[src/rtl/dut_mon_pkg.sv]
// Shared types and constants for the DUT output monitor and its UART transmitter.
package dut_mon_pkg;

  typedef enum logic [1:0] {
    IDLE  = 2'd0,
    START = 2'd1,
    DATA  = 2'd2,
    STOP  = 2'd3
  } tx_state_t;

  localparam int UART_FRAME_BITS  = 10;
  localparam int DEFAULT_BAUD_DIV = 104;

endpackage

[src/rtl/dut_mon_uart_tx_8n1.sv]
// 8N1 UART transmitter: accepts a byte on valid&ready and shifts it out LSB first.
// state | meaning
// IDLE  | line high, ready for a byte
// START | start bit (low) for BAUD_DIV cycles
// DATA  | eight data bits, LSB first, BAUD_DIV cycles each
// STOP  | stop bit (high); last cycle may accept the next byte directly
module uart_tx_8n1
  import dut_mon_pkg::*;
#(
  parameter int BAUD_DIV = DEFAULT_BAUD_DIV
) (
  input  logic       CLK,
  input  logic       rst,
  input  logic       valid,
  input  logic [7:0] data,
  output logic       ready,
  output logic       tx,
  output logic       busy
);

  localparam int CW = (BAUD_DIV > 1) ? $clog2(BAUD_DIV) : 1;
  localparam logic [CW-1:0] BAUD_LAST = CW'(BAUD_DIV - 1);

  tx_state_t     state, state_next;
  logic [CW-1:0] baud_cnt;
  logic [2:0]    bit_idx;
  logic [7:0]    shift_reg;
  logic          baud_last;

  assign baud_last = (baud_cnt == BAUD_LAST);
  assign busy      = (state != IDLE);

  always_ff @(posedge CLK) begin
    if (rst) begin
      state     <= IDLE;
      baud_cnt  <= '0;
      bit_idx   <= '0;
      shift_reg <= '0;
    end else begin
      state <= state_next;
      if (valid && ready) shift_reg <= data;
      if (state == IDLE || state_next != state || baud_last) baud_cnt <= '0;
      else baud_cnt <= baud_cnt + 1'b1;
      if (state != DATA) bit_idx <= '0;
      else if (baud_last) bit_idx <= bit_idx + 1'b1;
    end
  end

  always_comb begin
    state_next = state;
    ready      = 1'b0;
    tx         = 1'b1;
    case (state)
      IDLE: begin
        ready = 1'b1;
        if (valid) state_next = START;
      end
      START: begin
        tx = 1'b0;
        if (baud_last) state_next = DATA;
      end
      DATA: begin
        tx = shift_reg[bit_idx];
        if (baud_last && bit_idx == 3'd7) state_next = STOP;
      end
      STOP: begin
        // Accepting here lets frames run back-to-back without an idle bit.
        if (baud_last) begin
          ready      = 1'b1;
          state_next = valid ? START : IDLE;
        end
      end
      default: state_next = IDLE;
    endcase
  end

endmodule

[src/rtl/dut_out_monitor.sv]
// Samples the DUT output bus on falling edges of the divided DUT clock and
// reports every change over UART via a small FIFO.
module dut_out_monitor
  import dut_mon_pkg::*;
#(
  parameter int BAUD_DIV = DEFAULT_BAUD_DIV,
  parameter int FIFO_AW  = 4
) (
  input  logic       CLK,
  input  logic       rst,
  input  logic       clk_dut,
  input  logic [7:0] dut_out,
  output logic       uart_tx,
  output logic       tx_busy,
  output logic       overflow
);

  localparam int DEPTH = 1 << FIFO_AW;

  logic             clk_dut_q;
  logic             first_flag;
  logic [7:0]       last_val;
  logic [7:0]       mem [DEPTH];
  logic [FIFO_AW:0] wr_ptr, rd_ptr;
  logic             fifo_empty, fifo_full;
  logic             fall, push_req, push, pop;
  logic             utx_ready, utx_busy;

  assign fifo_empty = (wr_ptr == rd_ptr);
  assign fifo_full  = (wr_ptr[FIFO_AW] != rd_ptr[FIFO_AW]) &&
                      (wr_ptr[FIFO_AW-1:0] == rd_ptr[FIFO_AW-1:0]);

  assign fall     = clk_dut_q && !clk_dut;
  assign push_req = fall && (first_flag || (dut_out != last_val));
  assign pop      = !fifo_empty && utx_ready;
  // A pop in the same cycle frees the slot, so a full FIFO can still accept.
  assign push     = push_req && (!fifo_full || pop);

  always_ff @(posedge CLK) begin
    if (rst) begin
      clk_dut_q  <= 1'b0;
      first_flag <= 1'b1;
      last_val   <= '0;
      wr_ptr     <= '0;
      rd_ptr     <= '0;
      overflow   <= 1'b0;
      tx_busy    <= 1'b0;
    end else begin
      clk_dut_q <= clk_dut;
      if (push) begin
        wr_ptr     <= wr_ptr + 1'b1;
        last_val   <= dut_out;
        first_flag <= 1'b0;
      end
      if (pop) rd_ptr <= rd_ptr + 1'b1;
      if (push_req && !push) overflow <= 1'b1;
      tx_busy <= utx_busy || !fifo_empty;
    end
  end

  always_ff @(posedge CLK) begin
    if (push) mem[wr_ptr[FIFO_AW-1:0]] <= dut_out;
  end

  uart_tx_8n1 #(.BAUD_DIV(BAUD_DIV)) u_tx (
    .CLK   (CLK),
    .rst   (rst),
    .valid (!fifo_empty),
    .data  (mem[rd_ptr[FIFO_AW-1:0]]),
    .ready (utx_ready),
    .tx    (uart_tx),
    .busy  (utx_busy)
  );

endmodule

[config.mk]
export PLATFORM = sky130hd
export DESIGN_NAME = dut_out_monitor
export DESIGN_NICKNAME = d
export VERILOG_FILES = /design/src/rtl/dut_mon_pkg.sv /design/src/rtl/dut_mon_uart_tx_8n1.sv /design/src/rtl/dut_out_monitor.sv
export SDC_FILE = /design/constraint.sdc
export NUM_CORES = 1
export LEC_CHECK = 0
export ABC_CLOCK_PERIOD_IN_PS = 3300
export BUFFER_PORTS_ARGS = -buffer_cell sky130_fd_sc_hd__buf_2
export CORE_ASPECT_RATIO = 0.6
export CORE_MARGIN = 1.5
export CORE_UTILIZATION = 30
export DETAILED_ROUTE_END_ITERATION = 16
export PLACE_DENSITY = 0.55
export SLEW_MARGIN = 40
export SYNTH_ARGS = -nofsm -noshare
export SYNTH_HDL_FRONTEND = slang
export SYNTH_SLANG_ARGS = --single-unit
[constraint.sdc]
create_clock -name CLK -period 3.3 [get_ports CLK]
set_clock_uncertainty 0.15 [all_clocks]
set_input_delay 0.495 -clock CLK [delete_from_list [all_inputs] [get_ports CLK]]
set_output_delay 0.495 -clock CLK [all_outputs]
set_load 0.01 [all_outputs]
# Yosys cells after proc, flatten, opt, wreduce, memory -nomap -nowiden
# Memory sizes are Yosys's and may differ from the RTL's. A register that Yosys moved wholly into a read port is not among the register bits.
# Cells that the tools add are included.
totals:
  ff_bits: 34
  ram_bits: 128
  input_bits: 11
  output_inout_bits: 3
  mem_count: 1
mem_list:
  columns: ["memory", "depth", "word_bits", "read_ports", "rd_clocked_by_memory_dff", "wr", "line", "rtl"]
  rows:
  - ["mem", 16, 8, 1, 1, 1, "dut_out_monitor.sv:23", "logic [7:0] mem [DEPTH];"]
op_classes:
  addsub: 4
  n_lt_le_gt_ge: 1
  eq_ne: 11
  mux: 13
  n_reduce_logical: 20
op_table:
  columns: ["cell", "count"]
  rows:
  - ["$add A5 B1 Y5 const B", 2]
  - ["$mux W2", 4]
  - ["$ne A8 B8 Y1", 1]
  - ["$pmux W2 S4", 1]
  - ["$add A7 B1 Y7 const B", 1]
  - ["$eq A7 B7 Y1 const B", 1]
  - ["$logic_and A1 B1 Y1", 7]
  - ["$eq A5 B5 Y1", 1]
  - ["$logic_or A1 B1 Y1", 5]
  - ["$mux W1", 5]
  - ["$eq A2 B2 Y1 const B", 2]
  - ["$eq A4 B4 Y1", 1]
  - ["$logic_not A1 Y1", 4]
  - ["$lt A3 B4 Y1 const B", 1]
  - ["$pmux W1 S2", 2]
  - ["$reduce_or A2 Y1", 2]
  - ["$add A3 B1 Y3 const B", 1]
  - ["$bmux W1 S3", 1]
  - ["$eq A3 B3 Y1 const B", 1]
  - ["$eq A2 B1 Y1 const B", 1]
  - ["$logic_not A2 Y1", 1]
  - ["$ne A2 B2 Y1", 1]
  - ["$ne A2 B2 Y1 const B", 1]
  - ["$reduce_bool A2 Y1", 1]
  - ["$ne A1 B1 Y1", 1]

# Depth between registers and ports, before layout
# Gate-level depths: netlist (run 1).
logic_depth:
  ltp_word: 8
  depth_mapped: 8
  depth_no_buf: 7

# Cells and area by module
# From an unflattened synthesis (run 1), not the netlist that was laid out.
hier_totals:
  hier_cells: 440
  area_unflattened_um2: 7383.3
by_module_without_submodules:
  columns: ["module", "instances", "cells_per_inst", "area_each_um2", "seq_area_each_um2"]
  rows:
  - ["dut_out_monitor", 1, 329, 6276.0, 4364.2]
  - ["uart_tx_8n1", 1, 111, 1107.3, 400.4]

# Worst setup path after synthesis (run 1)
# OpenSTA, ideal clock, no wires.
synth_timing:
  kind: "reg2reg"
  from: "reg u_tx.state[0]"
  to: "mem mem[11][0], enable pin"
  setup_time_ns: 0.385
  arrival_ns: 2.270
  t_required_ns: 2.765
  setup_slack_ns: 0.495
  path_stages_with_launch: 8
  period_less_slack_ns: 2.805
  cell_sequence: "dfxtp_1 > inv_1 > ha_1 > nand4b_1 > o22ai_2 > nor3b_4 > or3_4 > nor3b_1"
synth_between:
  elab_chain_cells: 7
synth_lines:
  columns: ["item", "line", "rtl"]
  rows:
  - ["from (decl)", "dut_mon_uart_tx_8n1.sv:24", "tx_state_t state, state_next;"]
  - ["from (signal assigned)", "dut_mon_uart_tx_8n1.sv:40", "state <= state_next;"]
  - ["$eq A2 B2 Y1 / $logic_not A2 Y1 (equally long branches)", "dut_mon_uart_tx_8n1.sv:53", "case (state)"]
  - ["$pmux W1 S2 *", "dut_mon_uart_tx_8n1.sv:53", null]
  - ["$logic_and A1 B1 Y1 *", "dut_out_monitor.sv:35", "assign pop = !fifo_empty && utx_ready;"]
  - ["$logic_or A1 B1 Y1 *", "dut_out_monitor.sv:37", "assign push = push_req && (!fifo_full || pop);"]
  - ["$logic_and A1 B1 Y1 *", "dut_out_monitor.sv:37", null]
  - ["$mux W1 *", "dut_out_monitor.sv:62", "if (push) mem[wr_ptr[FIFO_AW-1:0]] <= dut_out;"]
  - ["$mux W1 (implied by the code) *", "dut_out_monitor.sv:62", null]
  - ["to (decl)", "dut_out_monitor.sv:23", null]
# Mark *: on every way between the ends. The rest lies on a longest branch, timed or not.

# Worst setup path after layout (run 1)
layout_timing:
  from: "reg u_tx.state[0]"
  to: "mem mem[9][0], enable pin"
# Same word-level chain as after synthesis.

==> metrics, run 1 <==
worst slack on hold paths=0.186 ns; top cells by area, synth=edfxtp_1 55%, dfxtp_1 12%, mux4_2 11%, ha_1 2.1%, mux2i_1 2.0%; htree depth=4; Placeable Area=23100 um2; CTS Sinks=170; crit path time final=2.94 ns; Int Power=3.83 mW; GR Layer Usage met2=18.6%; ys flop type=edfxtp_1; chip width=201 um; first-pass GRT wire length=24.5 mm; share of cells above drive strength 1=22.9%; Synthesized Nets=469; Net Sw Power=1.50 mW; Sequential Power Share=45.0%; crit path from=u_tx.state[0]$_SDFF_PP0_; Synth cell types=45; Worst-path clk slew=0.07 ns; ordered cell list for the critical path=inv_1 > ha_1 > nand4b_1 > o22ai_2 > nor3b_4 > nor3b_4 > and3_1; Hold Vio Cnt, Final=0; Routed Antenna Nets=0; initial antenna violation count=0; Syn. warnings=0; Initial Util=30.5%; row count=43; number of fill cells=2170; Clk pwr share=37.9%; number of flops mapped to enable cells by yosys=128; post-CTS setup buffer count=0; via count of the first global-routing pass=3791; Yosys top cell area share=54.5%; worst reg2reg endpoint=mem[9][0]$_DFFE_PP_; Power Density=656 nW/um2; Ports=14; drt pass-1 iters=5; Clock Path Buffers=2; vias per cell=4.87; Post-synth top cells=128 x edfxtp_1, 42 x dfxtp_1, 34 x mux4_2; unrepaired setup endpoints after global routing=false; Yosys top cell by area=edfxtp_1; CP max-delay cell=and3_1; CP delay by family, top=simple AND/OR/NAND/NOR gates; Avg WL per Cell=20.3 um; Die ar.=24500 um2; Switching Fraction=28.1%; final-report max-slew violation count=0; reg2reg setup slack=0.36 ns; Hold-fix buffers, CTS=0; area added between synthesis and finish=15.2%; Fin Setup TNS=0 ns; final setup vio count=0; largest net degree at the start of global routing=36; Die Span Y=122 um; GRT busiest layer=met1; root buf cell=clkbuf_16; port bufs=13; synthesized flop and latch total=170; # diodes=0; DPL Wire Length=11.1 mm; Final nets=494; max-cap violations=0; Synth Instances=446; worst skew pair latency=0.43 ns; most frequent cell after synthesis=edfxtp_1; met3 Use GR=4.12%; critical-path maximum fanout=14; GRT Util Overall=14.0%; post_cts resized=0; TritonCTS Buffers=17; worst ir drop on vdd=0.374 mV; drc violations=0; Hold WC Path Type=in2reg; fmax=340 MHz; CP endpoint kind=flip-flop; Most common cell on crit path=nor3b_4; status=finished, final reports clean; Largest register FFs=128; Post-Route WL=16.2 mm; R2R cell count=7; grt met1 use=22.0%; Overflow after GRT=0; vias=3893; GP Congestion=0.808; asr flop ratio synth=0%; register area share after synthesis=66.5%; WP buf/inv=1; slowest stage delay, CP=0.51 ns; crit share post-route=89.2%; Tightest Pin Transition=0.762 ns; required time at the worst-slack endpoint=3.22 ns; P_leak=2.63 nW; CTS tree=built; Util after Layout=35.2%; Logic pwr share=17.2%; Crit Path Class=reg2reg; Synth Cell Area=7050 um2; Hold Path Stages=2; Worst Setup EP=mem[9][0]$_DFFE_PP_; DRT iter0 DRCs=559; cell depth of the worst setup path=7; Mapped Avg Cell Area=15.8 um2; Worst setup SP type=flip-flop; WP data arrival=2.86 ns; RR Startpoint=u_tx.state[0]$_SDFF_PP0_; Slew HR=48.9%
==> final cells by class <==
type / instances / area (um2) / share of cell area, %
well taps: 315 / 394 / 4.85
repair buffers: 28 / 178 / 2.19
clock buffers: 17 / 425 / 5.24
flip-flops and latches: 170 / 4690 / 57.7
multi-input cells: 244 / 2230 / 27.4
inverters: 10 / 37.5 / 0.462
clock inverters: 15 / 173 / 2.13
==> worst min path at each step <==
stage | from | to | slack [ns]
floorplan | u_tx.baud_cnt[0]$_SDFF_PP0_ | u_tx.baud_cnt[0]$_SDFF_PP0_ | 0.28
global placement | overflow$_SDFFE_PP0P_ | overflow$_SDFFE_PP0P_ | 0.29
detailed placement | overflow$_SDFFE_PP0P_ | overflow$_SDFFE_PP0P_ | 0.30
CTS | clk_dut | clk_dut_q$_SDFF_PP0_ | 0.16
global route | clk_dut | clk_dut_q$_SDFF_PP0_ | 0.20
finish | clk_dut | clk_dut_q$_SDFF_PP0_ | 0.19
==> cell usage in the layout (no fill, tap or decap), drive strengths merged, types with 2 or more instances in the layout <==
cell	count
a21o	8
a21oi	12
a22oi	17
and2	3
and3	12
buf	28
clkbuf	17
clkinv	3
clkinvlp	2
dfxtp	42
edfxtp	128
ha	12
inv	19
mux2	4
mux2i	14
mux4	34
nand2	32
nand3	7
nand4	3
nor2	27
nor2b	10
nor3	6
nor3b	3
nor4	2
o21a	2
o21ai	5
o22ai	2
or3	2
xnor2	16
xor2	5
==> per-stage QoR <==
step                worst slack [ns]  power (mW)  instance area, um2  instances
finish                         0.357        5.32                8120        799
global route                   0.159        5.55                8120        799
CTS                            0.170        5.36                8110        799
floorplan                      0.495        3.09                7050        446
global placement               0.269        3.32                7510        767
detailed placement             0.186        3.35                7510        767
==> layer usage <==
layer  up-vias  wire [um]
met5         -          0
met2       129       6520
met3         5       1250
li1       1757          -
met4         0         65
met1      2002       8370
==> cells by family (layout without fill, tap and decap cells) <==
logic type	Yosys count	after routing	synth area share, %
xor gates and xnor gates	21	21	2.82
buffers and inverters	32	70	2.11
DFF	170	170	66.5
adders and majority gates	12	12	2.13
muxes	52	52	13.5
and+or+nand+nor	110	110	8.18
AOI/OAI and AO/OA	49	49	4.74
==> power by group through the flow <==
stage | registers (mW) | logic [mW] | clock network, mW
final | 2.40 | 0.914 | 2.02
after global routing | 2.40 | 0.998 | 2.15
after CTS | 2.40 | 0.909 | 2.05
after detailed placement | 2.44 | 0.906 | 0
after global placement | 2.44 | 0.883 | 0
after floorplan | 2.43 | 0.662 | 0
(Power assumes the default switching activity.)
==> run 2: changes to the inputs <==
--- a/config.mk
+++ b/config.mk
@@ -5,13 +5,13 @@
 export SDC_FILE = /design/constraint.sdc
 export NUM_CORES = 1
 export LEC_CHECK = 0
-export ABC_CLOCK_PERIOD_IN_PS = 3300
+export ABC_CLOCK_PERIOD_IN_PS = 2600
 export BUFFER_PORTS_ARGS = -buffer_cell sky130_fd_sc_hd__buf_2
 export CORE_ASPECT_RATIO = 0.6
 export CORE_MARGIN = 1.5
 export CORE_UTILIZATION = 30
 export DETAILED_ROUTE_END_ITERATION = 16
-export PLACE_DENSITY = 0.55
+export PLACE_DENSITY = 0.57
 export SLEW_MARGIN = 40
 export SYNTH_ARGS = -nofsm -noshare
 export SYNTH_HDL_FRONTEND = slang
==> constraint.sdc (replaced) <==
create_clock -name CLK -period 2.6 [get_ports CLK]
set_clock_uncertainty 0.15 [all_clocks]
set_input_delay 0.39 -clock CLK [delete_from_list [all_inputs] [get_ports CLK]]
set_output_delay 0.39 -clock CLK [all_outputs]
set_load 0.01 [all_outputs]
==> run 2 against run 1 <==
  * Register-to-register slack worse by 0.23 ns
  * Setup slack worse by 0.23 ns
  * Worst hold slack worse by 0.11 ns
  * Critical endpoint is now mem[11][7]$_DFFE_PP_
  * Non-clock buffer count is 35 higher
  * Sequential share of layout area is 1.6 points lower
  * Combinational power is 36% higher
  * Clock power is 14% higher
  * Largest power group unchanged
  * Clock-buffer cell count is 2 higher
  * Fmax is 19% higher
==> metrics, run 2 (synthesized netlist as in run 1, its figures left out) <==
status=finished, final reports clean (unchanged); DRT iter0 DRCs=386 (was 559); Overflow after GRT=0 (unchanged); critical-path maximum fanout=8 (was 14); Hold Vio Cnt, Final=0 (unchanged); CP endpoint kind=flip-flop (unchanged); # diodes=0 (unchanged); Routed Antenna Nets=0 (unchanged); Placeable Area=23100 um2 (unchanged); unrepaired setup endpoints after global routing=false (unchanged); RR Startpoint=u_tx.state[0]$_SDFF_PP0_ (unchanged); Slew HR=47.6% (was 48.9%); R2R cell count=8 (was 7); Largest register FFs=128 (unchanged); Fin Setup TNS=0 ns (unchanged); Avg WL per Cell=19.8 um (was 20.3 um); port bufs=13 (unchanged); Most common cell on crit path=nor3b_4 (unchanged); worst reg2reg endpoint=mem[11][7]$_DFFE_PP_ (was mem[9][0]$_DFFE_PP_); CTS Sinks=170 (unchanged); Worst-path clk slew=0.07 ns (about the same); Ports=14 (unchanged); DPL Wire Length=11.5 mm (was 11.1 mm); Post-Route WL=16.5 mm (was 16.2 mm); Post-Place Setup Slack=-0.00576 ns (was 0.186 ns); htree depth=4 (unchanged); final worst setup slack=0.131 ns (was 0.357 ns); area added between synthesis and finish=18.6% (was 15.2%); Hold WC Path Type=in2reg (unchanged); most frequent cells in the layout=128 x edfxtp_1, 48 x buf_4, 41 x dfxtp_1 (was 128 x edfxtp_1, 41 x dfxtp_1, 34 x mux4_2); final-report max-slew violation count=0 (unchanged); crit path from=u_tx.state[0]$_SDFF_PP0_ (unchanged); crit share post-route=95.0% (was 89.2%); WP data arrival=2.44 ns (was 2.86 ns); chip width=201 um (unchanged); TritonCTS Buffers=17 (unchanged); Die ar.=24500 um2 (unchanged); vias per cell=4.83 (was 4.87); Initial Util=30.5% (unchanged); Worst setup SP type=flip-flop (unchanged); row count=43 (unchanged); fmax=405 MHz (was 340 MHz); Clock Path Buffers=2 (unchanged); slowest stage delay, CP=0.40 ns (was 0.51 ns); max-cap violations=0 (unchanged); number of fill cells=2171 (was 2170); worst skew pair latency=0.42 ns (was 0.43 ns); P_leak=2.80 nW (was 2.63 nW); Hold-fix buffers, CTS=0 (unchanged); Worst Setup EP=mem[11][7]$_DFFE_PP_ (was mem[9][0]$_DFFE_PP_); Power, Total=6.59 mW (was 5.32 mW); required time at the worst-slack endpoint=2.57 ns (was 3.22 ns); reg2reg setup slack=0.13 ns (was 0.36 ns); vias=4030 (was 3893); Tightest Pin Transition=0.783 ns (was 0.762 ns); crit path time final=2.47 ns (was 2.94 ns); CTS tree=built (unchanged); most common cell after layout, fill and taps aside=edfxtp_1 (unchanged); GRT Util Overall=14.2% (was 14.0%); final setup vio count=0 (unchanged); share of cells above drive strength 1=27.4% (was 22.9%); Final nets=529 (was 494); fin cells=834 (was 799); drc violations=0 (unchanged); Power Density=789 nW/um2 (was 656 nW/um2); largest net degree at the start of global routing=30 (was 36); Crit Path Class=reg2reg (unchanged); initial antenna violation count=0 (unchanged); first-pass GRT wire length=25.3 mm (was 24.5 mm); GP Congestion=0.821 (was 0.808); Die Span Y=122 um (unchanged); worst ir drop on vdd=0.475 mV (was 0.374 mV); worst slack on hold paths=0.0773 ns (was 0.186 ns); CP max-delay cell=or3_4 (was and3_1); drt pass-1 iters=6 (was 5); via count of the first global-routing pass=4042 (was 3791); root buf cell=clkbuf_16 (unchanged); ordered cell list for the critical path=inv_1 > ha_4 > nand4b_1 > o22ai_4 > nor3b_4 > or3_4 > nor3b_4 > buf_6 (was inv_1 > ha_1 > nand4b_1 > o22ai_2 > nor3b_4 > nor3b_4 > and3_1); placed cells=801 (was 767)
==> run 2: area by class of cell <==
| type | instances | area (um2) | area share (%) |
|---|---|---|---|
| Sequential cell | 170 | 4690 | 56.1 |
| Inverter | 10 | 37.5 | 0.449 |
| Multi-Input combinational cell | 244 | 2260 | 27.0 |
| Tap cell | 315 | 394 | 4.72 |
| Clock buffer | 19 | 433 | 5.18 |
| Timing Repair Buffer | 63 | 457 | 5.46 |
| Clock inverter | 13 | 92.6 | 1.11 |
==> run 2: metal layers <==
metal | track usage (%) | share of wire, % | up-vias
met1 | 23.0 | 53 | 2060
met5 | 0 | 0 | -
met2 | 18.6 | 40 | 128
li1 | - | - | 1826
met4 | 3.71 | 1.2 | 0
met3 | 3.26 | 6.3 | 16
==> run 2: worst max-delay path: cells and delay by family (launching register included) <==
kind,cells,cell delay [ns]
buffers and inverters,2,0.28
adders and majority gates,1,0.26
AOI/OAI and AO/OA,1,0.22
and+or+nand+nor,4,0.92
DFF,1,0.34
==> run 2: what timing repair did <==
item                       CTS  global route
setup endpoints to repair   67           107
buffers inserted             0             1
pin swaps                    0             3
resized for setup            1             4
==> run 2: where the power goes <==
part,total (mW),switching [mW],leakage (nW),internal [mW]
sequential,3.05,0.0584,1.49,2.99
clock,2.30,1.07,0.257,1.23
combinational,1.24,0.656,1.05,0.583
==> run 2: how the worst min path moves through the flow <==
stage,start,to,slack [ns],cells past startpoint
2_1_floorplan,u_tx.baud_cnt[0]$_SDFF_PP0_,u_tx.baud_cnt[0]$_SDFF_PP0_,0.28,1
3_3_place_gp,overflow$_SDFFE_PP0P_,overflow$_SDFFE_PP0P_,0.29,2
3_5_place_dp,overflow$_SDFFE_PP0P_,overflow$_SDFFE_PP0P_,0.30,2
4_1_cts,clk_dut,clk_dut_q$_SDFF_PP0_,0.06,2
5_1_grt,dut_out[6],mem[12][6]$_DFFE_PP_,0.08,1
6_report,clk_dut,clk_dut_q$_SDFF_PP0_,0.08,2
==> run 2: stage by stage <==
step                      utilization, %  area [um2]
after floorplan                        -        7060
after global placement              33.7        7790
after detailed placement            33.7        7790
after CTS                           36.0        8320
after global routing                36.2        8360
final                               36.2        8360
==> run 3: changes to the inputs <==
--- a/config.mk
+++ b/config.mk
@@ -9,9 +9,9 @@
 export BUFFER_PORTS_ARGS = -buffer_cell sky130_fd_sc_hd__buf_2
 export CORE_ASPECT_RATIO = 0.6
 export CORE_MARGIN = 1.5
-export CORE_UTILIZATION = 30
+export CORE_UTILIZATION = 56
 export DETAILED_ROUTE_END_ITERATION = 16
-export PLACE_DENSITY = 0.57
+export PLACE_DENSITY = 0.86
 export SLEW_MARGIN = 40
 export SYNTH_ARGS = -nofsm -noshare
 export SYNTH_HDL_FRONTEND = slang
==> run 3 against run 2 <==
  * Clock power up 5%
  * Via count decreased by 0.22%
  * First-iteration DRC count up 24%
  * Critical path depth unchanged
  * Sequential share of layout area rose by 2.4 points
  * Die area down 46%
  * Global-route usage increased by 11 points
  * Worst hold slack improved by 0.0081 ns
  * Setup slack worse by 0.049 ns
  * Wire length is 7.6% lower
  * Combinational power fell by 3%
  * Critical endpoint is now mem[11][6]$_DFFE_PP_
==> metrics, run 3 (synthesized netlist as in run 1, its figures left out) <==
P_leak=2.69 nW (was 2.80 nW); Initial Util=57.9% (was 30.5%); vias=4021 (was 4030); final-report max-slew violation count=0 (unchanged); Slew HR=50.4% (was 47.6%); Largest register FFs=128 (unchanged); WP data arrival=2.49 ns (was 2.44 ns); Hold-fix buffers, CTS=0 (unchanged); Net Sw Power=1.76 mW (was 1.79 mW); TritonCTS Buffers=17 (unchanged); Hold WC Path Type=in2reg (unchanged); drc violations=0 (unchanged); port bufs=13 (unchanged); CTS tree=built (unchanged); unrepaired setup endpoints after global routing=false (unchanged); Worst Setup EP=mem[11][6]$_DFFE_PP_ (was mem[11][7]$_DFFE_PP_); worst ir drop on vdd=0.500 mV (was 0.475 mV); vias per cell=6.08 (was 4.83); Sequential Power Share=45.7% (was 46.2%); most frequent cells in the layout=128 x edfxtp_1, 41 x dfxtp_1, 34 x mux4_2 (was 128 x edfxtp_1, 48 x buf_4, 41 x dfxtp_1); # diodes=0 (unchanged); crit path from=u_tx.state[0]$_SDFF_PP0_ (unchanged); Placeable Area=12200 um2 (was 23100 um2); share of cells above drive strength 1=27.2% (was 27.4%); fmax=397 MHz (was 405 MHz); Switching Fraction=26.5% (was 27.1%); Crit Path Class=reg2reg (unchanged); Power, Total=6.66 mW (was 6.59 mW); worst reg2reg endpoint=mem[11][6]$_DFFE_PP_ (was mem[11][7]$_DFFE_PP_); Post-Route WL=15.2 mm (was 16.5 mm); max-cap violations=0 (unchanged); CP max-delay cell=or3_4 (unchanged); most common cell after layout, fill and taps aside=edfxtp_1 (unchanged); status=finished, final reports clean (unchanged); Worst setup SP type=flip-flop (unchanged); Power Density=831 nW/um2 (was 789 nW/um2); R2R cell count=8 (unchanged); row count=31 (was 43); area added between synthesis and finish=13.6% (was 18.6%); crit share post-route=96.8% (was 95.0%); via count of the first global-routing pass=4094 (was 4042); final setup vio count=0 (unchanged); reg2reg setup slack=0.08 ns (was 0.13 ns); Clock Path Buffers=2 (unchanged); slowest stage delay, CP=0.42 ns (was 0.40 ns); Logic pwr share=18.0% (was 18.8%); htree depth=4 (unchanged); Die Span Y=89.9 um (was 122 um); root buf cell=clkbuf_16 (unchanged); CP delay by family, top=simple AND/OR/NAND/NOR gates (unchanged); largest net degree at the start of global routing=36 (was 30); GRT Util Overall=24.9% (was 14.2%); chip width=148 um (was 201 um); Fin Setup TNS=0 ns (unchanged); CP endpoint kind=flip-flop (unchanged); critical-path maximum fanout=8 (unchanged); Die ar.=13300 um2 (was 24500 um2); post_cts resized=0 (was 1); fin cells=661 (was 834); RR Startpoint=u_tx.state[0]$_SDFF_PP0_ (unchanged); Tightest Pin Transition=0.739 ns (was 0.783 ns); GP Congestion=0.851 (was 0.821); Clk pwr share=36.3% (was 35.0%); ordered cell list for the critical path=inv_1 > ha_1 > nand4b_1 > o22ai_2 > nor3b_4 > or3_4 > nor3b_2 > buf_4 (was inv_1 > ha_4 > nand4b_1 > o22ai_4 > nor3b_4 > or3_4 > nor3b_4 > buf_6); required time at the worst-slack endpoint=2.57 ns (about the same); Overflow after GRT=0 (unchanged); Avg WL per Cell=23.1 um (was 19.8 um); placed cells=629 (was 801); Ports=14 (unchanged); Routed Antenna Nets=0 (unchanged); cell depth of the worst setup path=8 (unchanged); WP buf/inv=2 (unchanged); worst skew pair latency=0.42 ns (about the same); Worst-path clk slew=0.07 ns (about the same); Final nets=506 (was 529); Hold Vio Cnt, Final=0 (unchanged); DPL Wire Length=10.4 mm (was 11.5 mm); initial antenna violation count=0 (unchanged); CTS Sinks=170 (unchanged); DRT iter0 DRCs=478 (was 386); post-CTS setup buffer count=0 (unchanged); Int Power=4.89 mW (was 4.80 mW); first-pass GRT wire length=23.8 mm (was 25.3 mm); drt pass-1 iters=5 (was 6); crit path time final=2.52 ns (was 2.47 ns)
run 3: changes by cell type in the layout (fill, tap and decap cells not counted), sizes merged:
cell,before,now
clkinv,7,5
clkbuf,19,20
clkinvlp,1,2
buf,63,40
run 3: worst register-to-register path, stage by stage, from the launching register on:
cell and delay [ns]:
dfxtp_1 0.34, inv_1 0.08, ha_1 0.32, nand4b_1 0.19, o22ai_2 0.21, nor3b_4 0.10
or3_4 0.42, nor3b_2 0.20, buf_4 0.22
run 3: worst min path at each step:
stage | endpoint | cells past startpoint | startpoint
finish | clk_dut_q$_SDFF_PP0_ | 2 | clk_dut
global placement | overflow$_SDFFE_PP0P_ | 2 | overflow$_SDFFE_PP0P_
floorplan | u_tx.baud_cnt[0]$_SDFF_PP0_ | 1 | u_tx.baud_cnt[0]$_SDFF_PP0_
detailed placement | u_tx.shift_reg[5]$_SDFFE_PP0P_ | 2 | u_tx.shift_reg[5]$_SDFFE_PP0P_
CTS | clk_dut_q$_SDFF_PP0_ | 2 | clk_dut
global route | clk_dut_q$_SDFF_PP0_ | 2 | clk_dut
run 3: metrics by stage:
step / utilization [%] / hold slack, ns / setup WS [ns] / cell area [um2]
global placement: 60.9 / 0.284 / 0.154 / 7420
global route: 65.8 / 0.0743 / 0.0263 / 8010
detailed placement: 60.9 / 0.295 / 0.0662 / 7420
CTS: 65.6 / 0.0773 / 0.0487 / 7990
finish: 65.8 / 0.0854 / 0.0822 / 8010
floorplan: - / 0.280 / 0.0626 / 7060
run 3: power by group through the flow:
stage	sequential, mW	clock (mW)	combinational (mW)
final	3.04	2.41	1.20
after global placement	3.09	0	1.13
after global routing	3.05	2.56	1.29
after detailed placement	3.10	0	1.19
after floorplan	3.09	0	0.840
after CTS	3.04	2.44	1.20
run 3: layer usage:
metal	track usage [%]	wire [um]	part of all wire, %	vias up
li1	-	-	-	1782
met1	36.3	6470	42	2017
met2	35.6	6890	45	194
met3	8.53	1650	11	28
met4	7.92	241	1.6	0
met5	0	0	0	-
run 3: final cells by class:
class / instances / area [um2]
clock inverters: 12 / 82.6
well taps: 165 / 206
repair buffers: 40 / 268
multi-input cells: 244 / 2240
fillers: 818 / 4170
flip-flops and latches: 170 / 4690
inverters: 10 / 37.5
clock buffers: 20 / 489
